[src/rtl/reset_sequencer.sv]
`default_nettype none
// =============================================================================
// reset_sequencer: async-assert, staged sync-release resets with soft-reset
// handshake; RSTSEQ_BRAM_WAIT_EN stretches the first HOLD to 4096 cycles. Rev 1.0
// =============================================================================
module reset_sequencer #(
   parameter int STAGES      = 3,
   parameter int SYNC_DEPTH  = 2,
   parameter int HOLD_CYCLES = 16,
   parameter int GAP_CYCLES  = 4
) (
   input  logic              CLK,
   input  logic              RESET,
   input  logic              lock,
   input  logic              sw_req,
   output logic [STAGES-1:0] stage_rstn,
   output logic              ready,
   output logic              sw_ack
);

`ifdef RSTSEQ_BRAM_WAIT_EN
   localparam int LONG_HOLD = 4096;
   localparam int HOLD_MAX  = (LONG_HOLD > HOLD_CYCLES) ? LONG_HOLD : HOLD_CYCLES;
`else
   localparam int HOLD_MAX  = HOLD_CYCLES;
`endif
   localparam int MAX_TC = ((HOLD_MAX > GAP_CYCLES) ? HOLD_MAX : GAP_CYCLES) - 1;
   localparam int CNT_W  = $clog2(MAX_TC) + 1;

   localparam logic [CNT_W-1:0] HOLD_TC = CNT_W'(HOLD_CYCLES - 1);
   localparam logic [CNT_W-1:0] GAP_TC  = CNT_W'(GAP_CYCLES - 1);

   localparam logic [1:0] S_ASSERT  = 2'd0;
   localparam logic [1:0] S_HOLD    = 2'd1;
   localparam logic [1:0] S_RELEASE = 2'd2;
   localparam logic [1:0] S_RUN     = 2'd3;

   logic [1:0]            state_q, state_d;
   logic [CNT_W-1:0]      cnt_q, cnt_d;
   logic                  pending_q, pending_d;
   logic [SYNC_DEPTH-1:0] rst_chain_q, rst_chain_d;
   logic [SYNC_DEPTH-1:0] lock_chain_q, lock_chain_d;
   logic [STAGES-1:0]     stage_q, stage_d;
   logic                  ready_q, ready_d;
   logic                  sw_ack_q, sw_ack_d;

   logic                  rst_sync, lock_sync;
   logic [CNT_W-1:0]      hold_tc;
   logic                  hold_done, gap_done, last_release;
   logic [STAGES-1:0]     stage_shift;

   assign rst_chain_d  = {rst_chain_q[SYNC_DEPTH-2:0], 1'b1};
   assign lock_chain_d = {lock_chain_q[SYNC_DEPTH-2:0], lock};
   assign rst_sync     = rst_chain_q[SYNC_DEPTH-1];
   assign lock_sync    = lock_chain_q[SYNC_DEPTH-1];

`ifdef RSTSEQ_BRAM_WAIT_EN
   localparam logic [CNT_W-1:0] LONG_TC = CNT_W'(LONG_HOLD - 1);
   logic first_done_q, first_done_d;
   assign hold_tc = first_done_q ? HOLD_TC : LONG_TC;
`else
   assign hold_tc = HOLD_TC;
`endif

   assign hold_done    = (cnt_q == hold_tc);
   assign gap_done     = (cnt_q == GAP_TC);
   assign stage_shift  = (stage_q << 1) | STAGES'(1);
   assign last_release = &stage_shift;

   always_ff @(posedge CLK or negedge RESET) begin
      if (!RESET) begin
         state_q      <= S_ASSERT;
         cnt_q        <= '0;
         pending_q    <= 1'b0;
         rst_chain_q  <= '0;
         lock_chain_q <= '0;
         stage_q      <= '0;
         ready_q      <= 1'b0;
         sw_ack_q     <= 1'b0;
`ifdef RSTSEQ_BRAM_WAIT_EN
         first_done_q <= 1'b0;
`endif
      end else begin
         state_q      <= state_d;
         cnt_q        <= cnt_d;
         pending_q    <= pending_d;
         rst_chain_q  <= rst_chain_d;
         lock_chain_q <= lock_chain_d;
         stage_q      <= stage_d;
         ready_q      <= ready_d;
         sw_ack_q     <= sw_ack_d;
`ifdef RSTSEQ_BRAM_WAIT_EN
         first_done_q <= first_done_d;
`endif
      end
   end

   always_comb begin
      state_d   = state_q;
      cnt_d     = cnt_q;
      pending_d = pending_q;
`ifdef RSTSEQ_BRAM_WAIT_EN
      first_done_d = first_done_q;
`endif
      case (state_q)
         S_ASSERT: begin
            if (rst_sync && lock_sync) begin
               state_d = S_HOLD;
               cnt_d   = '0;
            end
         end
         S_HOLD: begin
            if (hold_done) begin
               state_d = (STAGES == 1) ? S_RUN : S_RELEASE;
               cnt_d   = '0;
`ifdef RSTSEQ_BRAM_WAIT_EN
               first_done_d = 1'b1;
`endif
            end else begin
               cnt_d = cnt_q + CNT_W'(1);
            end
         end
         S_RELEASE: begin
            if (gap_done) begin
               cnt_d = '0;
               if (last_release) state_d = S_RUN;
            end else begin
               cnt_d = cnt_q + CNT_W'(1);
            end
         end
         default: begin
            if (sw_req) begin
               state_d   = S_HOLD;
               cnt_d     = '0;
               pending_d = 1'b1;
            end
         end
      endcase
      if (state_d == S_RUN && state_q != S_RUN) pending_d = 1'b0;
      // Lock loss overrides everything but still records a same-cycle soft request.
      if (!lock_sync && state_q != S_ASSERT) begin
         state_d   = S_ASSERT;
         cnt_d     = '0;
         pending_d = pending_q | ((state_q == S_RUN) & sw_req);
      end
   end

   always_comb begin
      stage_d = stage_q;
      if (state_q == S_HOLD && hold_done)      stage_d = STAGES'(1);
      if (state_q == S_RELEASE && gap_done)    stage_d = stage_shift;
      if (state_d == S_ASSERT || state_d == S_HOLD) stage_d = '0;
      ready_d  = (state_d == S_RUN);
      sw_ack_d = (state_d == S_RUN) && (state_q != S_RUN) && pending_q;
   end

   assign stage_rstn = stage_q;
   assign ready      = ready_q;
   assign sw_ack     = sw_ack_q;

endmodule
`default_nettype wire

[config.mk]
export PLATFORM = sky130hd
export DESIGN_NAME = reset_sequencer
export DESIGN_NICKNAME = d
export VERILOG_FILES = /design/src/rtl/reset_sequencer.sv
export SDC_FILE = /design/constraint.sdc
export NUM_CORES = 1
export LEC_CHECK = 0
export BUFFER_PORTS_ARGS = -buffer_cell sky130_fd_sc_hd__buf_2
export CORE_UTILIZATION = 55
export DETAILED_ROUTE_END_ITERATION = 6
export GPL_TIMING_DRIVEN = 0
export PLACE_DENSITY = 0.75
export SYNTH_ARGS = -nofsm -noshare
export SYNTH_HDL_FRONTEND = slang
export SYNTH_SLANG_ARGS = --single-unit
export TNS_END_PERCENT = 20
[constraint.sdc]
create_clock -name CLK -period 2.1 [get_ports CLK]
set_input_delay 0 -clock CLK [delete_from_list [all_inputs] [get_ports CLK]]
set_output_delay 0 -clock CLK [all_outputs]
set_load 0.1 [all_outputs]
==> results.md, run 1 <==
- Wirelength, routed: 1550 µm
- Drt wl/cell: 13.1 µm
- Clk_lat worst skew: 0.29 ns
- Data arrival, critical path: 2.21 ns
- Placed insts: 112
- First-pass GRT wire length: 2600 µm
- Setup total negative slack: 0 ns
- Slowest Stage Delay on Critical Path: roughly 0.42 ns
- Sequential cell area fraction in the yosys report: 47.3%
- Status: finished clean
- Placeable Area: 0.00152 mm²
- Total GRT Usage: 19.4%
- Clk buf depth: 2
- I/O pin total: 9
- DR vias: 692
- Worst r2r src: cnt_q[0]
- Die width: 42.4 µm
- Fillers: 124
- Clk pin slew, worst setup/hold paths: 0.09 ns
- Global route overflow: 0
- Syn_nets: between 90 and 100
- Lkg Pwr: 0.487 nW
- TritonCTS Sinks: 17
- Async S/R FF share, synth: 100%
- Die Y: 42.4 µm
- Critical path class: register to register
- Drt first pass iters: 4
- Synth Instances: 88
- Netlist cell types: 31
- Root Driver: clkbuf_4
- Hold Crit Start: sw_req
- CP required: 2.28 ns
- Largest net degree at the start of global routing: 18
- Reg2Reg Capture Point: pending_q
- Primary FF master, synth: dfrtp_1
- Peak VDD IR: ~520 µV
- Critical-path cell list: ha_1 > and3_1 > ha_2 > nand2b_1 > a221o_1 > o31a_1
- Hold depth: 3
- Max Slew Vio Count: 0
- CTS H-tree depth: 1
- CTS tree: built
- Hold Crit Class: primary input to register
- Routability cong.: ~0.77
- Reg2reg path depth: 6
- Final setup fails: 0
- Final worst slack: 0.0719 ns
- Vias in the first global route: ~610
- Die area: 0.00180 mm²
- Part of the cycle the worst path needs: 96.6%
- Layout cells sized above 1: 19.4%
- Final Critical Period: 2.03 ns
- Setup Skew: 0.000664 ns
- Initial core utilization: between 50% and 60%
- Nets: between 100 and 150
- Port buffer count: 8
- Power Total: 0.776 mW
- Startpoint type of the worst setup path: register
- Element type at the critical path end: register
- Hold endpoint: pending_q
- Setup WS pre-CTS: between 0.04 and 0.05 ns
- Number of flops mapped to enable cells by yosys: 0
- Pwr Density: 753 mW/mm²
- Final antenna-violating net count: 0
- #FFs+latches synth: 17
- # DRC: 0
- Mean Syn Cell Area: around 10 µm²
- Synth warn: 0
- RSZ-0062 raised after global routing: true
- Post-synthesis cell area: 900 µm²
- Hold Vio Cnt, Final: 0
- CTS buffer count: 3
- Vias per cell: 5.82
- Non-Filler Instances: between 100 and 150
- Max Cap Viol: 0
- Area growth syn-to-layout: 14.6%
- DPL Wire Length: about 1100 µm
- Max frequency: 0.493 GHz
- Ant diodes: 0
- Critical Path Slowest Stage Cell: a221o_1
- DR iter-0 viols: 12
- Initial antenna violation count: 0
- Worst reg-to-reg setup slack: just over 0.07 ns
- Row count: 14
- Worst Path Max Fanout: 4
logic make-up (layout without fill, tap and decap cells):
kind of cell | Yosys count | after routing | share of synthesized area [%]
AND/OR/NAND/NOR | 26 | 26 | 16.8
AO/OA/AOI/OAI | 24 | 24 | 19.5
flip-flops | 17 | 17 | 47.3
buffers and inverters | 12 | 27 | 5.01
adder cells (fa/ha/maj) | 7 | 7 | 9.74
other | 1 | 1 | 0.417
multiplexers | 1 | 1 | 1.25
placed cells by master (no fill, tap or decap), types with 3 or more instances in the layout:
master    Yosys  routed
dfrtp_1      17      17
clkbuf_4      0       3
a22o_1        4       4
nand3_1       4       4
clkbuf_1      3       4
nor2_1        6       5
ha_1          7       6
inv_1         9       9
a21oi_1       6       6
buf_2         0       8
o21ai_0       3       3
nand2_1       4       4
through the flow:
stage	hold slack, ns	area [µm²]	utilization, %
6_report	0.101	1030	67.7
5_1_grt	0.135	1030	67.7
4_1_cts	0.0836	1010	66.0
3_5_place_dp	-0.0616	960	63.0
3_3_place_gp	-0.0716	960	63.0
2_1_floorplan	-0.296	900	-
registers in the layout (all words and copies together), names as in the netlist:
register,count
ready,1
rst_chain_q,2
lock_chain_q,2
stage_rstn,3
pending_q,1
sw_ack,1
state_q,2
cnt_q,5
cells in the mapped netlist, types with 2 or more instances:
cell type / number / share of area, %
nor2b_1: 2 / 1.4
ha_1: 7 / 9.7
a21oi_1: 6 / 3.3
a22o_1: 4 / 3.9
nand2b_1: 3 / 2.1
nand3_1: 4 / 2.2
nor2_1: 6 / 2.5
clkbuf_1: 3 / 1.3
dfrtp_1: 17 / 47
inv_1: 9 / 3.8
nand2_1: 4 / 1.7
and3_1: 2 / 1.4
o21ai_0: 3 / 1.7
layout make-up:
class	count	area (µm²)	area share [%]
inverters	9	33.8	3.28
repair buffers	11	67.6	6.55
clock buffers	4	26.3	2.55
multi-input cells	59	447	43.3
flip-flops and latches	17	425	41.3
plain buffers	3	11.3	1.09
well taps	16	20.0	1.94
how the worst max path moves through the flow:
| stage | startpoint | endpoint | slack (ns) | depth (start not counted) |
|---|---|---|---|---|
| 3_3_place_gp | cnt_q[0] | cnt_q[0] | 0.07 | 7 |
| 3_5_place_dp | cnt_q[0] | cnt_q[0] | 0.04 | 7 |
| 2_1_floorplan | stage_rstn[0] | pending_q | 0.20 | 3 |
| 6_report | cnt_q[0] | pending_q | 0.07 | 6 |
| 4_1_cts | cnt_q[0] | cnt_q[0] | 0.02 | 7 |
| 5_1_grt | state_q[0] | sw_ack | -0.01 | 7 |
repair_timing:
| action | 4_1_cts | 5_1_grt |
|---|---|---|
| resized for setup | 0 | 6 |
| endpoints found under the hold margin | 18 | 0 |
| hold buffers | 2 | 0 |
| endpoints found under the setup margin | 0 | 11 |
| setup buffers | 0 | 1 |
layer usage:
layer / part of all wire (%) / up-vias / routed length, µm / track usage (%)
met1: 49 / 325 / 761 / 28.2
met4: 1.1 / 0 / 17 / 9.38
met2: 46 / 17 / 711 / 27.7
met5: 0 / - / 0 / 0
met3: 4.0 / 2 / 62 / 3.88
li1: - / 348 / - / -
worst max-delay path, delay by kind of cell (launching register included):
kind                       cells  cell delay, ns
AOI/OAI and AO/OA              2            0.73
adders and majority gates      2            0.45
DFF                            1            0.41
and+or+nand+nor                2            0.34
power by group:
| group | total [mW] | internal [mW] | switching (mW) |
|---|---|---|---|
| Combinational | 0.238 | 0.109 | 0.129 |
| Sequential | 0.367 | 0.346 | 0.0206 |
| Clock | 0.172 | 0.0739 | 0.0981 |
| Total | 0.776 | 0.528 | 0.248 |
Note: power is estimated with default switching activity, not from simulation.
==> run 2, diff against run 1 <==
--- a/config.mk
+++ b/config.mk
@@ -6,10 +6,12 @@
 export NUM_CORES = 1
 export LEC_CHECK = 0
 export BUFFER_PORTS_ARGS = -buffer_cell sky130_fd_sc_hd__buf_2
-export CORE_UTILIZATION = 55
+export CELL_PAD_IN_SITES_DETAIL_PLACEMENT = 1
+export CELL_PAD_IN_SITES_GLOBAL_PLACEMENT = 1
+export CORE_UTILIZATION = 44
 export DETAILED_ROUTE_END_ITERATION = 6
 export GPL_TIMING_DRIVEN = 0
-export PLACE_DENSITY = 0.75
+export PLACE_DENSITY_LB_ADDON = 0.1
 export SYNTH_ARGS = -nofsm -noshare
 export SYNTH_HDL_FRONTEND = slang
 export SYNTH_SLANG_ARGS = --single-unit
==> constraint.sdc (replaced) <==
create_clock -name CLK -period 2.1 [get_ports CLK]
set_input_delay 0 -clock CLK [delete_from_list [all_inputs] [get_ports CLK]]
set_output_delay 0 -clock CLK [all_outputs]
set_load 0.02 [all_outputs]
==> results.md, run 2 (synthesized netlist as in run 1, its figures left out) <==
- Final setup fails: 0 (unchanged)
- Worst Path Max Fanout: 4 (unchanged)
- Startpoint type of the worst setup path: register (unchanged)
- Die area: 0.00223 mm² (was 0.00180 mm²)
- Status: finished clean (unchanged)
- # DRC: 0 (unchanged)
- Hold Crit Start: sw_req (unchanged)
- Utilization after layout: 56.6% (was 67.7%)
- Layout cells sized above 1: 17.6% (was 19.4%)
- DPL Wire Length: 1460 µm (was 1110 µm)
- Lkg Pwr: 0.484 nW (was 0.487 nW)
- Initial antenna violation count: 0 (unchanged)
- Placeable Area: 0.00182 mm² (was 0.00152 mm²)
- Die width: 47.2 µm (was 42.4 µm)
- Most frequent cells in the layout: dfrtp_1 (17), inv_1 (9), buf_2 (8) (unchanged)
- Worst r2r src: cnt_q[0] (unchanged)
- Critical path class: register to register (unchanged)
- CTS H-tree depth: 1 (unchanged)
- Initial core utilization: 49.4% (was 59.0%)
- Power Total: 0.776 mW (about the same)
- Placed insts: 121 (was 112)
- Hold Crit Class: primary input to register (unchanged)
- Die Y: 47.2 µm (was 42.4 µm)
- Hold endpoint: pending_q (unchanged)
- Max Slew Vio Count: 0 (unchanged)
- Reg2reg path depth: 7 (was 6)
- Hold Vio Cnt, Final: 0 (unchanged)
- Pwr Density: 753 mW/mm² (about the same)
- DR vias: 708 (was 692)
- Max Cap Viol: 0 (unchanged)
- Nets: 114 (was 115)
- Part of the cycle the worst path needs: 98.6% (was 96.6%)
- TritonCTS Sinks: 17 (unchanged)
- Drt first pass iters: 4 (unchanged)
- Reg2Reg Capture Point: cnt_q[0] (was pending_q)
- Peak VDD IR: 394 µV (was 516 µV)
- Clk buf depth: 2 (unchanged)
- Area growth syn-to-layout: 14.5% (was 14.6%)
- Largest register FFs: 5 (unchanged)
- I/O pin total: 9 (unchanged)
- Hold depth: 3 (unchanged)
- Vias per cell: 5.57 (was 5.82)
- Worst reg-to-reg setup slack: 0.03 ns (was 0.07 ns)
- Setup Skew: 0.00160 ns (was 0.000664 ns)
- Drt wl/cell: 15.0 µm (was 13.1 µm)
- CP required: 2.34 ns (was 2.28 ns)
- Total GRT Usage: 20.2% (was 19.4%)
- First-pass GRT wire length: 3060 µm (was 2600 µm)
- Final antenna-violating net count: 0 (unchanged)
- Max frequency: 0.483 GHz (was 0.493 GHz)
- Fillers: 223 (was 124)
- Ant diodes: 0 (unchanged)
- Largest net degree at the start of global routing: 18 (unchanged)
- Global route overflow: 0 (unchanged)
- Wirelength, routed: 1910 µm (was 1550 µm)
- Root Driver: clkbuf_4 (unchanged)
- Non-Filler Instances: 127 (was 119)
- Post-CTS Setup Bufs: 0 (unchanged)
- CTS buffer count: 3 (unchanged)
- Clk pin slew, worst setup/hold paths: 0.10 ns (was 0.09 ns)
- Vias in the first global route: 694 (was 607)
- RSZ-0062 raised after global routing: true (unchanged)
- CTS tree: built (unchanged)
- Clk_lat worst skew: 0.30 ns (was 0.29 ns)
- Routability cong.: 0.707 (was 0.765)
- Row count: 15 (was 14)
- Data arrival, critical path: 2.31 ns (was 2.21 ns)
- Element type at the critical path end: register (unchanged)
- Port buffer count: 8 (unchanged)
- DR iter-0 viols: 11 (was 12)
- Final Critical Period: 2.07 ns (was 2.03 ns)
- Reg with most FFs: cnt_q (unchanged)
- Commonest non-fill, non-tap cell in the layout: dfrtp_1 (unchanged)
## run 2: cell types whose count changed in the layout (fill, tap and decap cells not counted), sizes merged
cell | before | now
buf | 9 | 8
clkbuf | 7 | 6
clkinv | 0 | 1
## run 2: final cells by class
type | count | area (µm²) | share of cell area (%)
Multi-Input combinational cell | 59 | 440 | 42.8
Sequential cell | 17 | 425 | 41.3
Timing Repair Buffer | 10 | 60.1 | 5.83
Inverter | 9 | 33.8 | 3.28
Tap cell | 25 | 31.3 | 3.04
Clock buffer | 3 | 22.5 | 2.19
Buffer | 3 | 11.3 | 1.09
Clock inverter | 1 | 5.00 | 0.486
## run 2: routing by layer
layer  track usage (%)  wire length (µm)  vias to the layer above
li1                  -                 -                      339
met1              27.6               923                      349
met2              31.1               890                       15
met3              2.31                56                        5
met4              11.4                40                        0
met5                 0                 0                        -
## run 2: report_power, final
group	leakage (nW)	switching [mW]	internal (mW)	total [mW]
Clock	0.0177	0.108	0.0710	0.179
Combinational	0.240	0.135	0.0943	0.229
Sequential	0.227	0.0214	0.346	0.367
## run 2: worst max path at each step
stage | from | end | slack (ns) | depth (start not counted)
finish | cnt_q[0] | cnt_q[0] | 0.03 | 7
CTS | cnt_q[0] | cnt_q[0] | 0.02 | 7
global placement | cnt_q[0] | cnt_q[0] | 0.07 | 7
floorplan | cnt_q[0] | pending_q | 0.23 | 6
global route | cnt_q[0] | cnt_q[0] | -0.05 | 7
detailed placement | cnt_q[0] | cnt_q[0] | -0.04 | 7
## run 2: repair_timing
item | CTS | global route
gates resized for setup | 1 | 3
endpoints found under the hold margin | 18 | 0
hold buffers | 2 | 0
endpoints found under the setup margin | 4 | 10
## run 2: critical path, stage by stage (launching register included)
cell      delay (ns)
dfrtp_1         0.41
ha_1            0.25
and3_1          0.17
ha_1            0.24
nand2b_1        0.18
o32a_1          0.38
nor2_2          0.19
mux2_2          0.19
## run 2: stage by stage
stage / hold slack [ns] / cell area (µm²) / TNS, ns / setup slack [ns]
final: 0.0902 / 1030 / 0 / 0.0294
after global routing: 0.103 / 1030 / -0.186 / -0.0495
after CTS: 0.0808 / 1020 / 0 / 0.0171
after detailed placement: -0.0558 / 971 / -0.0976 / -0.0443
after global placement: -0.0646 / 971 / 0 / 0.0660
after floorplan: -0.296 / 900 / 0 / 0.229
==> run 3, diff against run 2 <==
==> constraint.sdc (replaced) <==
create_clock -name CLK -period 2.35 [get_ports CLK]
set_input_delay 0 -clock CLK [delete_from_list [all_inputs] [get_ports CLK]]
set_output_delay 0 -clock CLK [all_outputs]
set_load 0.01 [all_outputs]
==> results.md, run 3 (synthesized netlist as in run 1, its figures left out) <==
- Max Slew Vio Count: 0 (unchanged)
- Area growth syn-to-layout: 13.2% (was 14.5%)
- Hold Crit Start: sw_req (unchanged)
- Clk buf depth: 2 (unchanged)
- Max frequency: 0.462 GHz (was 0.483 GHz)
- Net Sw Power: 0.231 mW (was 0.264 mW)
- Data arrival, critical path: 2.41 ns (was 2.31 ns)
- Most frequent cells in the layout: dfrtp_1 (17), inv_1 (9), buf_2 (8) (unchanged)
- Final antenna-violating net count: 0 (unchanged)
- Part of the cycle the worst path needs: 92.2% (was 98.6%)
- Status: finished clean (unchanged)
- Max Cap Viol: 0 (unchanged)
- Worst Path Max Fanout: 4 (unchanged)
- Root Driver: clkbuf_4 (unchanged)
- CP required: 2.59 ns (was 2.34 ns)
- Routing usage on met1: 27.6% (unchanged)
- Reg power frac: 47.9% (was 47.4%)
- Clk pin slew, worst setup/hold paths: 0.10 ns (about the same)
- Final Instance Area: 0.00102 mm² (was 0.00103 mm²)
- Largest register FFs: 5 (unchanged)
- Reg with most FFs: cnt_q (unchanged)
- Peak VDD IR: 349 µV (was 394 µV)
- Setup Skew: 0.00471 ns (was 0.00160 ns)
- Total GRT Usage: 20.2% (unchanged)
- CTS tree: built (unchanged)
- Utilization after layout: 55.9% (was 56.6%)
- Critical path class: register to register (unchanged)
- CTS buffer count: 3 (unchanged)
- # DRC: 0 (unchanged)
- Gr busiest metal: met2 (unchanged)
- Final Critical Period: 2.17 ns (was 2.07 ns)
- Clk_lat worst skew: 0.30 ns (about the same)
- DPL Wire Length: 1460 µm (unchanged)
- Vias in the first global route: 694 (unchanged)
- Final setup fails: 0 (unchanged)
- DR iter-0 viols: 13 (was 11)
- DR vias: 707 (was 708)
- Int Pwr: 0.454 mW (was 0.511 mW)
- Startpoint type of the worst setup path: register (unchanged)
- First-pass GRT wire length: 3060 µm (unchanged)
- Nets: 114 (unchanged)
- Worst r2r src: cnt_q[0] (unchanged)
- Element type at the critical path end: register (unchanged)
- Hold Vio Cnt, Final: 0 (unchanged)
- Commonest non-fill, non-tap cell in the layout: dfrtp_1 (unchanged)
- Layout cells sized above 1: 14.7% (was 17.6%)
- Placed insts: 121 (unchanged)
- Lkg Pwr: 0.484 nW (about the same)
- Initial core utilization: 49.4% (unchanged)
- Global route overflow: 0 (unchanged)
- RSZ-0062 raised after global routing: false (was true)
- Routability cong.: 0.707 (unchanged)
- Die width: 47.2 µm (unchanged)
- Largest net degree at the start of global routing: 18 (unchanged)
- Placeable Area: 0.00182 mm² (unchanged)
- Vias per cell: 5.57 (about the same)
- Clock share of power: 23.2% (was 23.1%)
- Drt first pass iters: 4 (unchanged)
- I/O pin total: 9 (unchanged)
- Crit path launch: cnt_q[0] (unchanged)
- CTS H-tree depth: 1 (unchanged)
- Drt wl/cell: 14.8 µm (was 15.0 µm)
- Row count: 15 (unchanged)
- Ant diodes: 0 (unchanged)
- Non-Filler Instances: 127 (unchanged)
- Pwr Density: 673 mW/mm² (was 753 mW/mm²)
- Wirelength, routed: 1880 µm (was 1910 µm)
- Initial antenna violation count: 0 (unchanged)
- Die area: 0.00223 mm² (unchanged)
- Sw frac: 33.8% (was 34.1%)
- GR Util met3: 2.31% (unchanged)
- Comb pwr share: 28.8% (was 29.5%)
- Die Y: 47.2 µm (unchanged)
- Hold Crit Class: primary input to register (unchanged)
- Setup total negative slack: 0 ns (unchanged)
- Port buffer count: 8 (unchanged)
- TritonCTS Sinks: 17 (unchanged)
- Met2 Use GR: 31.1% (unchanged)
- Area post-placement: 971 µm² (unchanged)
run 3: cell counts in the layout (fill, tap and decap cells not counted):
No cell type changed its count.
run 3: timing repair:
item / CTS / global route
gates resized for setup: 0 / 0
hold buffers: 2 / 0
endpoints found under the hold margin: 18 / 0
buffers inserted: 0 / 0
run 3: worst max-delay path, cell delays in order, from the launching register on:
cell,delay (ns)
dfrtp_1,0.41
ha_1,0.25
and3_1,0.17
ha_1,0.25
nand2b_1,0.18
o32a_1,0.37
nor2_1,0.26
mux2_2,0.22
run 3: power by group through the flow:
| stage | sequential (mW) | clock [mW] | combinational [mW] |
|---|---|---|---|
| floorplan | 0.328 | 0 | 0.147 |
| global placement | 0.333 | 0 | 0.185 |
| detailed placement | 0.334 | 0 | 0.194 |
| CTS | 0.328 | 0.164 | 0.198 |
| global route | 0.330 | 0.176 | 0.222 |
| finish | 0.328 | 0.159 | 0.198 |
run 3: through the flow:
stage	hold slack [ns]	setup WS, ns	power, mW
after global routing	0.103	0.101	0.728
after detailed placement	-0.0558	0.206	0.528
after floorplan	-0.296	0.479	0.475
final	0.0889	0.184	0.685
after CTS	0.0808	0.174	0.691
after global placement	-0.0646	0.316	0.518
run 3: layer usage:
metal | wire length [µm] | part of all wire [%] | vias to the layer above
li1 | - | - | 339
met3 | 59 | 3.1 | 4
met4 | 33 | 1.8 | 0
met1 | 900 | 48 | 348
met5 | 0 | 0 | -
met2 | 885 | 47 | 16
run 3: worst paths after layout:
path                                  end  slack [ns]  depth (start not counted)
max in group asynchronous        cnt_q[2]        1.93                          2
hold / removal                  pending_q        0.09                          3
setup / recovery                 cnt_q[0]        0.18                          7
min in group asynchronous   stage_rstn[2]        0.14                          2
setup reg to reg                 cnt_q[0]        0.18                          7
hold reg to reg            rst_chain_q[1]        0.36                          0
run 3: area by class of cell:
type	instances	area, µm²
buffer	3	11.3
clock buffer	3	22.5
clock inverter	1	5.00
fill	225	802
inverter	9	33.8
multi-input combinational	59	429
sequential	17	425
tap	25	31.3
timing repair buffer	10	60.1
